--- config.mk ---
export PLATFORM = sky130hd
export DESIGN_NAME = mux2_sel_arbiter_flat
export DESIGN_NICKNAME = d
export VERILOG_FILES = /design/src/rtl/mux2_sel_arbiter_if.sv /design/src/rtl/mux2_sel_arbiter.sv /design/src/flat_wrapper.sv
export SDC_FILE = /design/constraint.sdc
export NUM_CORES = 1
export LEC_CHECK = 0
export CAP_MARGIN = 10
export CELL_PAD_IN_SITES_DETAIL_PLACEMENT = 1
export CELL_PAD_IN_SITES_GLOBAL_PLACEMENT = 2
export CORE_ASPECT_RATIO = 2
export CORE_UTILIZATION = 27
export CTS_CLUSTER_SIZE = 14
export DETAILED_ROUTE_END_ITERATION = 12
export PLACE_DENSITY = 0.83
export SLEW_MARGIN = 20
export SYNTH_ARGS = -nofsm -noshare
export SYNTH_HDL_FRONTEND = slang
export SYNTH_SLANG_ARGS = --single-unit
--- constraint.sdc ---
create_clock -name clk -period 2.8 [get_ports clk]
set_clock_uncertainty 0.15 [all_clocks]
set_input_delay 0.56 -clock clk [delete_from_list [all_inputs] [get_ports clk]]
set_output_delay 0.56 -clock clk [all_outputs]
set_load 0.02 [all_outputs]
--- src/rtl/mux2_sel_arbiter_if.sv ---
// Source/sink bundle between the two valid/ready sources, the output stage and the mux select.
// The master modport is the arbiter's view; slave is the surrounding environment.
interface mux2_sel_arbiter_if #(
  parameter int WIDTH = 8
);
  logic             a_valid;
  logic             a_ready;
  logic [WIDTH-1:0] a_data;
  logic             b_valid;
  logic             b_ready;
  logic [WIDTH-1:0] b_data;
  logic             sel;
  logic             y_valid;
  logic             y_ready;
  logic [WIDTH-1:0] y_data;

  modport master (
    input  a_valid, a_data, b_valid, b_data, y_ready,
    output a_ready, b_ready, sel, y_valid, y_data
  );

  modport slave (
    output a_valid, a_data, b_valid, b_data, y_ready,
    input  a_ready, b_ready, sel, y_valid, y_data
  );
endinterface

--- src/rtl/mux2_sel_arbiter.sv ---
// Bounded round-robin arbiter driving the select S of a downstream 2:1 transmission-gate mux.
// Define MUX2_SEL_BBM_EN to insert a one-cycle break-before-make SWITCH state between grants.
module mux2_sel_arbiter #(
  parameter int WIDTH    = 8,
  parameter int HOLD_MAX = 4
) (
  input logic                clk,
  input logic                rst,
  mux2_sel_arbiter_if.master bus
);

  typedef enum logic [1:0] {
    IDLE    = 2'd0,
    GRANT_A = 2'd1,
    GRANT_B = 2'd2
`ifdef MUX2_SEL_BBM_EN
    ,
    SWITCH  = 2'd3
`endif
  } state_t;

  state_t           state_q, state_d, other_grant;
  logic [3:0]       hold_q, hold_d;
  logic             last_q, last_d;  // 1 = source B was served last
  logic             sel_q, sel_d;
  logic             y_valid_q;
  logic [WIDTH-1:0] y_data_q;

  logic out_ready, a_ready, b_ready;
  logic a_xfer, b_xfer, xfer;
  logic own_valid, other_valid, hold_last;

  assign out_ready = !y_valid_q || bus.y_ready;
  assign a_ready   = (state_q == GRANT_A) && out_ready;
  assign b_ready   = (state_q == GRANT_B) && out_ready;
  assign a_xfer    = bus.a_valid && a_ready;
  assign b_xfer    = bus.b_valid && b_ready;
  assign xfer      = a_xfer || b_xfer;

  // Seen from the current grant: "own" is the granted source, "other" the waiting one.
  assign own_valid   = (state_q == GRANT_B) ? bus.b_valid : bus.a_valid;
  assign other_valid = (state_q == GRANT_B) ? bus.a_valid : bus.b_valid;
  assign other_grant = (state_q == GRANT_B) ? GRANT_A : GRANT_B;
  // >= rather than == so a saturated run still yields once the other source shows up.
  assign hold_last   = hold_q >= 4'(HOLD_MAX - 1);

  always_comb begin
    // NOTE: every signal gets its default first, so no branch can leave a latch behind.
    state_d = state_q;
    hold_d  = hold_q;
    sel_d   = sel_q;
    last_d  = last_q;

    if (xfer) last_d = b_xfer;

    case (state_q)
      IDLE: begin
        if (bus.a_valid && (!bus.b_valid || last_q)) begin
          state_d = GRANT_A;
          sel_d   = 1'b0;
          hold_d  = '0;
        end else if (bus.b_valid) begin
          state_d = GRANT_B;
          sel_d   = 1'b1;
          hold_d  = '0;
        end
      end

      GRANT_A, GRANT_B: begin
        if (xfer && hold_q != 4'(HOLD_MAX)) hold_d = hold_q + 4'd1;

        if (!own_valid && !other_valid) begin
          state_d = IDLE;
        end else if (other_valid && (!own_valid || (xfer && hold_last))) begin
          sel_d  = (state_q == GRANT_A);
          hold_d = '0;
`ifdef MUX2_SEL_BBM_EN
          state_d = SWITCH;
`else
          state_d = other_grant;
`endif
        end
      end

`ifdef MUX2_SEL_BBM_EN
      // sel already points at the new source; the grant follows unconditionally.
      SWITCH: begin
        state_d = sel_q ? GRANT_B : GRANT_A;
        hold_d  = '0;
      end
`endif

      default: state_d = IDLE;
    endcase
  end

  // NOTE: sequential state uses non-blocking assignments only, so every register samples pre-edge values.
  always_ff @(posedge clk or posedge rst) begin
    if (rst) begin
      state_q <= IDLE;
      hold_q  <= '0;
      last_q  <= 1'b1;
      sel_q   <= 1'b0;
    end else begin
      state_q <= state_d;
      hold_q  <= hold_d;
      last_q  <= last_d;
      sel_q   <= sel_d;
    end
  end

  // Single-entry output stage; a beat held here at reset is simply dropped.
  always_ff @(posedge clk or posedge rst) begin
    if (rst) begin
      y_valid_q <= 1'b0;
      y_data_q  <= '0;
    end else if (xfer) begin
      y_valid_q <= 1'b1;
      y_data_q  <= a_xfer ? bus.a_data : bus.b_data;
    end else if (bus.y_ready) begin
      y_valid_q <= 1'b0;
    end
  end

  assign bus.a_ready = a_ready;
  assign bus.b_ready = b_ready;
  assign bus.sel     = sel_q;
  assign bus.y_valid = y_valid_q;
  assign bus.y_data  = y_data_q;

endmodule

--- src/flat_wrapper.sv ---
// flat-port wrapper written by rule: the top's interface ports become plain ports
module mux2_sel_arbiter_flat 
#(
  parameter int WIDTH    = 8,
  parameter int HOLD_MAX = 4
)
  (clk, rst, bus_a_valid, bus_a_data, bus_b_valid, bus_b_data, bus_y_ready, bus_a_ready, bus_b_ready, bus_sel, bus_y_valid, bus_y_data);
  mux2_sel_arbiter_if #(.WIDTH(WIDTH)) bus_i ();
  input logic clk;
  input logic rst;
  input wire logic [$bits(bus_i.a_valid)-1:0] bus_a_valid;
  input wire logic [$bits(bus_i.a_data)-1:0] bus_a_data;
  input wire logic [$bits(bus_i.b_valid)-1:0] bus_b_valid;
  input wire logic [$bits(bus_i.b_data)-1:0] bus_b_data;
  input wire logic [$bits(bus_i.y_ready)-1:0] bus_y_ready;
  output wire logic [$bits(bus_i.a_ready)-1:0] bus_a_ready;
  output wire logic [$bits(bus_i.b_ready)-1:0] bus_b_ready;
  output wire logic [$bits(bus_i.sel)-1:0] bus_sel;
  output wire logic [$bits(bus_i.y_valid)-1:0] bus_y_valid;
  output wire logic [$bits(bus_i.y_data)-1:0] bus_y_data;
  assign bus_i.a_valid = bus_a_valid;
  assign bus_i.a_data = bus_a_data;
  assign bus_i.b_valid = bus_b_valid;
  assign bus_i.b_data = bus_b_data;
  assign bus_i.y_ready = bus_y_ready;
  assign bus_a_ready = bus_i.a_ready;
  assign bus_b_ready = bus_i.b_ready;
  assign bus_sel = bus_i.sel;
  assign bus_y_valid = bus_i.y_valid;
  assign bus_y_data = bus_i.y_data;
  mux2_sel_arbiter #(.WIDTH(WIDTH), .HOLD_MAX(HOLD_MAX)) u_core (.clk(clk), .rst(rst), .bus(bus_i));
endmodule
==> results.sh, run 1 <==
export IMPL_outcome="finished, final reports clean"
export IMPL_maxSlewHeadroom_pct=54.4
export IMPL_rr_startpoint="u_core.state_q[0]"
export IMPL_ys_seq_area_share_pct=41.4
export IMPL_leakage_nw=0.667
export IMPL_insertion_delay_ns=0.26
export IMPL_synth_top_area_share_pct=38.9
export IMPL_drive_gt1_share_pct=8.63
export IMPL_drv_slew=0
export IMPL_fp_dieW_um=45.7
export IMPL_swShare_pct=41.2
export IMPL_synthArstFlopShare_pct=100
export IMPL_h_tree_depth=1
export IMPL_synthTopCellsByArea="dfrtp_1 (39%), mux2i_1 (13%), a21oi_1 (7.3%), ha_1 (7.3%), nor2_1 (4.4%)"
export IMPL_die_area_um2=4080
export IMPL_dp_slack_ns=0.143
export IMPL_numPortBuffers=32
export IMPL_period_needed_ns=2.65
export IMPL_min_period_over_period_pct=94.8
export IMPL_drc_errors=0
export IMPL_yosysMostFrequentCell="dfrtp_1"
export IMPL_finalSetupTns_ns=0
export IMPL_drt_met1_wl_um=889
export IMPL_crit_arrival_ns=1.94
export IMPL_cp_startpoint="bus_y_ready"
export IMPL_cts_buffers=3
export IMPL_start_kind="primary input"
export IMPL_hp_start="u_core.bus.y_data[2]"
export IMPL_cp_max_fo=5
export IMPL_overflow=0
export IMPL_wl_met2_um=1450
export IMPL_crit_required_ns=2.09
export IMPL_path_clk_slew_ns=0.07
export IMPL_powerDensity_nw_per_um2=995
export IMPL_top_layer="met4"
export IMPL_criticalPathCategory="primary input to output port"
export IMPL_ir_worst_vdd_uv=467
export IMPL_avgRoutedWirePerCell_um=13.7
export IMPL_critPathCaptureType="output port"
export IMPL_p_int_mw=0.849
export IMPL_wl_met3_um=174
export IMPL_track_usage_pct=15.4
export IMPL_num_vias=907
export IMPL_clock_power_share_pct=13.6
export IMPL_postCtsHoldBufs=0
export IMPL_ios=33
export IMPL_fmax_ghz=0.377
export IMPL_avgSynthCellArea_um2=9.81
export IMPL_synth_edff_count=0
export IMPL_drt_iter0_drc=24
export IMPL_switching_power_mw=0.594
export IMPL_finalPower_mw=1.44
export IMPL_clockRootBuffer="clkbuf_8"
export IMPL_synth_distinct_cells=32
export IMPL_syn_inst=105
export IMPL_final_cells=188
export IMPL_r2r_slack_ns=0.49
export IMPL_hp_class="flop to flop"
export IMPL_synth_area_um2=1030
export IMPL_nNetsFinal=167
export IMPL_hpwl_um=2100
export IMPL_yosys_warnings=0
export IMPL_start_util_pct=28.2
export IMPL_synth_top_cells_by_count="dfrtp_1 (16), a21oi_1 (15), mux2i_1 (13), nor2_1 (12), inv_1 (7)"
export IMPL_p_comb_share_pct=57.6
export IMPL_routed_via_density=4.82
export IMPL_die_h_um=89.3
export IMPL_cts_tree="yes"
export IMPL_firstDrtPassIters=4
export IMPL_clock_path_buffers=2
export IMPL_pwr_share_seq_pct=28.8
export IMPL_grt_pass1_vias=1022
export IMPL_drt_total_wl_um=2580
export IMPL_rsz0062_at_grt="false"
export IMPL_design_area_um2=1450
export IMPL_syn_to_final_growth_pct=40.8
export IMPL_synth_seq_cells=17
export IMPL_row_count=31
export IMPL_grt_max_degree=18
export IMPL_tightest_slew_ns=0.683
export IMPL_max_cap_violations=0
export IMPL_dp_cells=184
export IMPL_grt_pass1_wl_um=4510
export IMPL_synth_top_cell_by_area="dfrtp_1"
export IMPL_coreArea_um2=3650
export IMPL_antenna_found_initial=0
export IMPL_place_area_um2=1400
export IMPL_ys_flop_type="dfrtp_1"
export IMPL_synth_nets=132
export IMPL_fin_ws_ns=0.147
export IMPL_clock_sinks=17
export IMPL_hold_viol=0
export IMPL_ant_nets=0
export IMPL_gp_congestion=0.812
export IMPL_setup_viol_count_final=0
export IMPL_diodes=0
[sequential cells by signal (all words and copies together) (netlist names)]
| name | flops |
|---|---|
| u_core.bus.sel | 1 |
| u_core.bus.y_valid | 1 |
| u_core.hold_q | 4 |
| u_core.bus.y_data | 8 |
| u_core.last_q | 1 |
| u_core.state_q | 2 |
[area by class of cell]
cell class                      instances  area [µm²]
Fill cell                             436        2200
Tap cell                               49        61.3
Timing Repair Buffer                   36         350
Clock buffer                            4        45.0
Multi-Input combinational cell         75         541
Sequential cell                        17         427
Inverter                                7        26.3
[cells in the final DEF (no fill, tap or decap), drive strengths merged, types with 3 or more instances in the layout]
| master | count |
|---|---|
| dfrtp | 16 |
| o21ai | 3 |
| nor2 | 12 |
| clkbuf | 4 |
| a21oi | 15 |
| mux2i | 13 |
| clkdlybuf4s50 | 32 |
| ha | 6 |
| inv | 7 |
| buf | 4 |
[metal layers]
layer | global-route usage [%] | vias up
met5 | 0 | -
met4 | 8.26 | 0
met3 | 3.64 | 6
met2 | 28.2 | 34
met1 | 15.0 | 438
li1 | - | 429
[cell families after synthesis]
kind of cell,count (synthesis),share of synthesized area [%]
XOR/XNOR,1,0.851
flip-flops,17,41.4
adder cells (fa/ha/maj),6,7.29
buffers and inverters,13,6.32
multiplexers,14,13.7
AO/OA/AOI/OAI,24,14.9
AND/OR/NAND/NOR,30,15.4
[final timing paths]
kind / cells past startpoint / end
min in group asynchronous: 2 / u_core.bus.y_data[0]
hold / removal: 2 / u_core.bus.y_data[2]
setup / recovery: 4 / bus_b_ready
setup reg to reg: 6 / u_core.hold_q[3]
hold reg to reg: 2 / u_core.bus.y_data[2]
max in group asynchronous: 2 / u_core.bus.y_valid
[critical path, cell delays in order]
cell and delay [ns]:
clkdlybuf4s50_1 0.46, nand2b_1 0.18, and2_1 0.15, clkdlybuf4s50_1 0.59
[metrics by stage]
stage	util [%]	hold slack, ns
2_1_floorplan	-	0.335
3_3_place_gp	38.5	0.356
3_5_place_dp	38.5	0.370
4_1_cts	39.7	0.388
5_1_grt	39.8	0.422
6_report	39.8	0.384
[power by group through the flow]
stage / logic (mW) / registers, mW / clock network [mW]
final: 0.831 / 0.416 / 0.196
after global routing: 0.924 / 0.426 / 0.206
after CTS: 0.848 / 0.417 / 0.197
after detailed placement: 0.845 / 0.420 / 0
after global placement: 0.819 / 0.409 / 0
after floorplan: 0.436 / 0.493 / 0
[what timing repair did]
action / in CTS / in global routing
setup buffers: 0 / 0
gates resized for setup: 0 / 1
setup endpoints to repair: 0 / 1
Note: power is estimated with default switching activity, not from simulation.
==> run 2, diff against run 1 <==
Settings changed: ABC_AREA set to 1, CORE_UTILIZATION 27 to 26.
==> results.sh, run 2 <==
export IMPL_fp_dieW_um=47.7
export IMPL_synth_area_um2=1090
export IMPL_finalSetupTns_ns=0
export IMPL_final_cells=219
export IMPL_firstDrtPassIters=4
export IMPL_num_vias=1021
export IMPL_largest_register_ffs=8
export IMPL_wl_met3_um=151
export IMPL_criticalPathCategory="flop to output port"
export IMPL_clockRootBuffer="clkbuf_8"
export IMPL_cts_tree="yes"
export IMPL_path_clk_slew_ns=0.07
export IMPL_syn_inst=132
export IMPL_period_needed_ns=2.58
export IMPL_gp_congestion=0.831
export IMPL_dp_slack_ns=0.233
export IMPL_hp_class="flop to flop"
export IMPL_ys_seq_area_share_pct=39.3
export IMPL_start_kind="flop"
export IMPL_pwr_share_seq_pct=27.7
export IMPL_synth_top_cell_by_area="dfrtp_1"
export IMPL_postCtsHoldBufs=0
export IMPL_drt_met1_wl_um=991
export IMPL_dp_cells=215
export IMPL_numPortBuffers=32
export IMPL_antenna_found_initial=0
export IMPL_synth_mux_area_share_pct=0.922
export IMPL_max_cap_violations=0
export IMPL_synth_top_area_share_pct=36.9
export IMPL_avgRoutedWirePerCell_um=14.0
export IMPL_powerDensity_nw_per_um2=1000
export IMPL_start_util_pct=27.7
export IMPL_place_area_um2=1480
export IMPL_switching_power_mw=0.684
export IMPL_final_cell_mix="clkdlybuf4s50_1 (32), nand2_1 (18), dfrtp_1 (16)"
export IMPL_synth_nets=159
export IMPL_nNetsFinal=196
export IMPL_coreArea_um2=3920
export IMPL_tightest_slew_ns=0.718
export IMPL_synth_edff_count=0
export IMPL_swShare_pct=44.8
export IMPL_leakage_nw=0.682
export IMPL_holdWs_ns=0.341
export IMPL_synthArstFlopShare_pct=100
export IMPL_drive_gt1_share_pct=17.3
export IMPL_synth_top_cells_by_count="nand2_1 (18), dfrtp_1 (16), inv_1 (14), nor2_1 (14), nand3_1 (13)"
export IMPL_clock_power_share_pct=12.1
export IMPL_rr_worst_depth=11
export IMPL_setup_viol_count_final=0
export IMPL_ios=33
export IMPL_track_usage_pct=15.3
export IMPL_insertion_delay_ns=0.25
export IMPL_ant_nets=0
export IMPL_min_period_over_period_pct=92.1
export IMPL_hold_depth=2
export IMPL_p_int_mw=0.843
export IMPL_outcome="finished, final reports clean"
export IMPL_overflow=0
export IMPL_postCtsSetupBuffers=0
export IMPL_fmax_ghz=0.388
export IMPL_cp_max_fo=4
export IMPL_grt_pass1_wl_um=4890
export IMPL_ys_flop_type="dfrtp_1"
export IMPL_finalPower_mw=1.53
export IMPL_die_area_um2=4460
export IMPL_yosysMostFrequentCell="nand2_1"
export IMPL_maxSlewHeadroom_pct=52.1
export IMPL_die_h_um=93.4
export IMPL_diodes=0
export IMPL_h_tree_depth=1
export IMPL_hpwl_um=2540
export IMPL_layout_commonest_cell="clkdlybuf4s50_1"
export IMPL_grt_max_degree=18
export IMPL_drv_slew=0
export IMPL_synth_xor_area_share_pct=0.806
export IMPL_design_area_um2=1520
export IMPL_crit_required_ns=2.09
export IMPL_yosys_warnings=0
export IMPL_synthTopCellsByArea="dfrtp_1 (37%), ha_1 (6.9%), nand2_1 (6.2%), nand3_1 (6.0%), inv_1 (4.8%)"
export IMPL_yosys_area_share_simple_pct=31.5
export IMPL_row_count=32
export IMPL_grt_pass1_vias=1174
export IMPL_critPathCaptureType="output port"
export IMPL_utilization_pct=38.7
export IMPL_routed_via_density=4.66
export IMPL_avgSynthCellArea_um2=8.23
export IMPL_ir_worst_vdd_uv=384
export IMPL_crit_arrival_ns=1.87
export IMPL_drt_total_wl_um=3060
export IMPL_yosys_area_share_adder_pct=6.91
export IMPL_fin_ws_ns=0.220
export IMPL_synth_top_family_by_area="simple AND/OR/NAND/NOR gates"
export IMPL_drt_iter0_drc=8
export IMPL_drc_errors=0
export IMPL_synth_distinct_cells=25
export IMPL_clock_sinks=17
export IMPL_clock_path_buffers=2
export IMPL_top_layer="met4"
export IMPL_cts_resized=0
export IMPL_wl_met2_um=1890
export IMPL_rsz0062_at_grt="false"
export IMPL_synth_seq_cells=17
export IMPL_synth_compound_area_share_pct=13.5
export IMPL_syn_to_final_growth_pct=40.0
export IMPL_cts_buffers=3
export IMPL_hold_viol=0
export IMPL_p_comb_share_pct=60.2
## run 2: path summary, 6_finish.rpt
| kind | slack [ns] | start | end |
|---|---|---|---|
| setup / recovery | 0.22 | u_core.state_q[0] | bus_b_ready |
| hold / removal | 0.34 | u_core.last_q | u_core.last_q |
| setup reg to reg | 0.87 | u_core.state_q[1] | u_core.state_q[0] |
| hold reg to reg | 0.34 | u_core.last_q | u_core.last_q |
| max in group asynchronous | 1.47 | rst | u_core.hold_q[0] |
| min in group asynchronous | 0.58 | rst | u_core.bus.sel |
## run 2: worst max-delay path: stages (launching register included)
cell	delay (ns)
dfrtp_1	0.41
inv_1	0.09
ha_1	0.23
inv_1	0.11
a21oi_1	0.15
clkdlybuf4s50_1	0.62
## run 2: layout make-up
class | instances | area [µm²]
timing repair buffer | 34 | 335
multi-input combinational | 95 | 582
inverter | 18 | 67.6
clock buffer | 4 | 45.0
tap | 51 | 63.8
fill | 504 | 2400
sequential | 17 | 427
## run 2: kinds of logic (layout without fill, tap and decap cells)
| family | Yosys count | in the layout |
|---|---|---|
| mux | 1 | 1 |
| buf+inv | 20 | 56 |
| compound gates | 25 | 25 |
| fa+ha+maj | 6 | 6 |
| xor+xnor | 1 | 1 |
| flops | 17 | 17 |
| simple gates | 62 | 62 |
## run 2: per-layer routing
layer  up-vias  GRT usage, %
met2        28          32.2
met5         -             0
met3         2          2.51
li1        502             -
met4         0          5.32
met1       489          11.6
## run 2: power groups by stage
stage / Combinational, mW / Sequential [mW] / Clock, mW
final: 0.919 / 0.422 / 0.185
after global routing: 1.02 / 0.439 / 0.205
after CTS: 0.943 / 0.425 / 0.199
after detailed placement: 0.939 / 0.430 / 0
after global placement: 0.907 / 0.422 / 0
after floorplan: 0.513 / 0.510 / 0
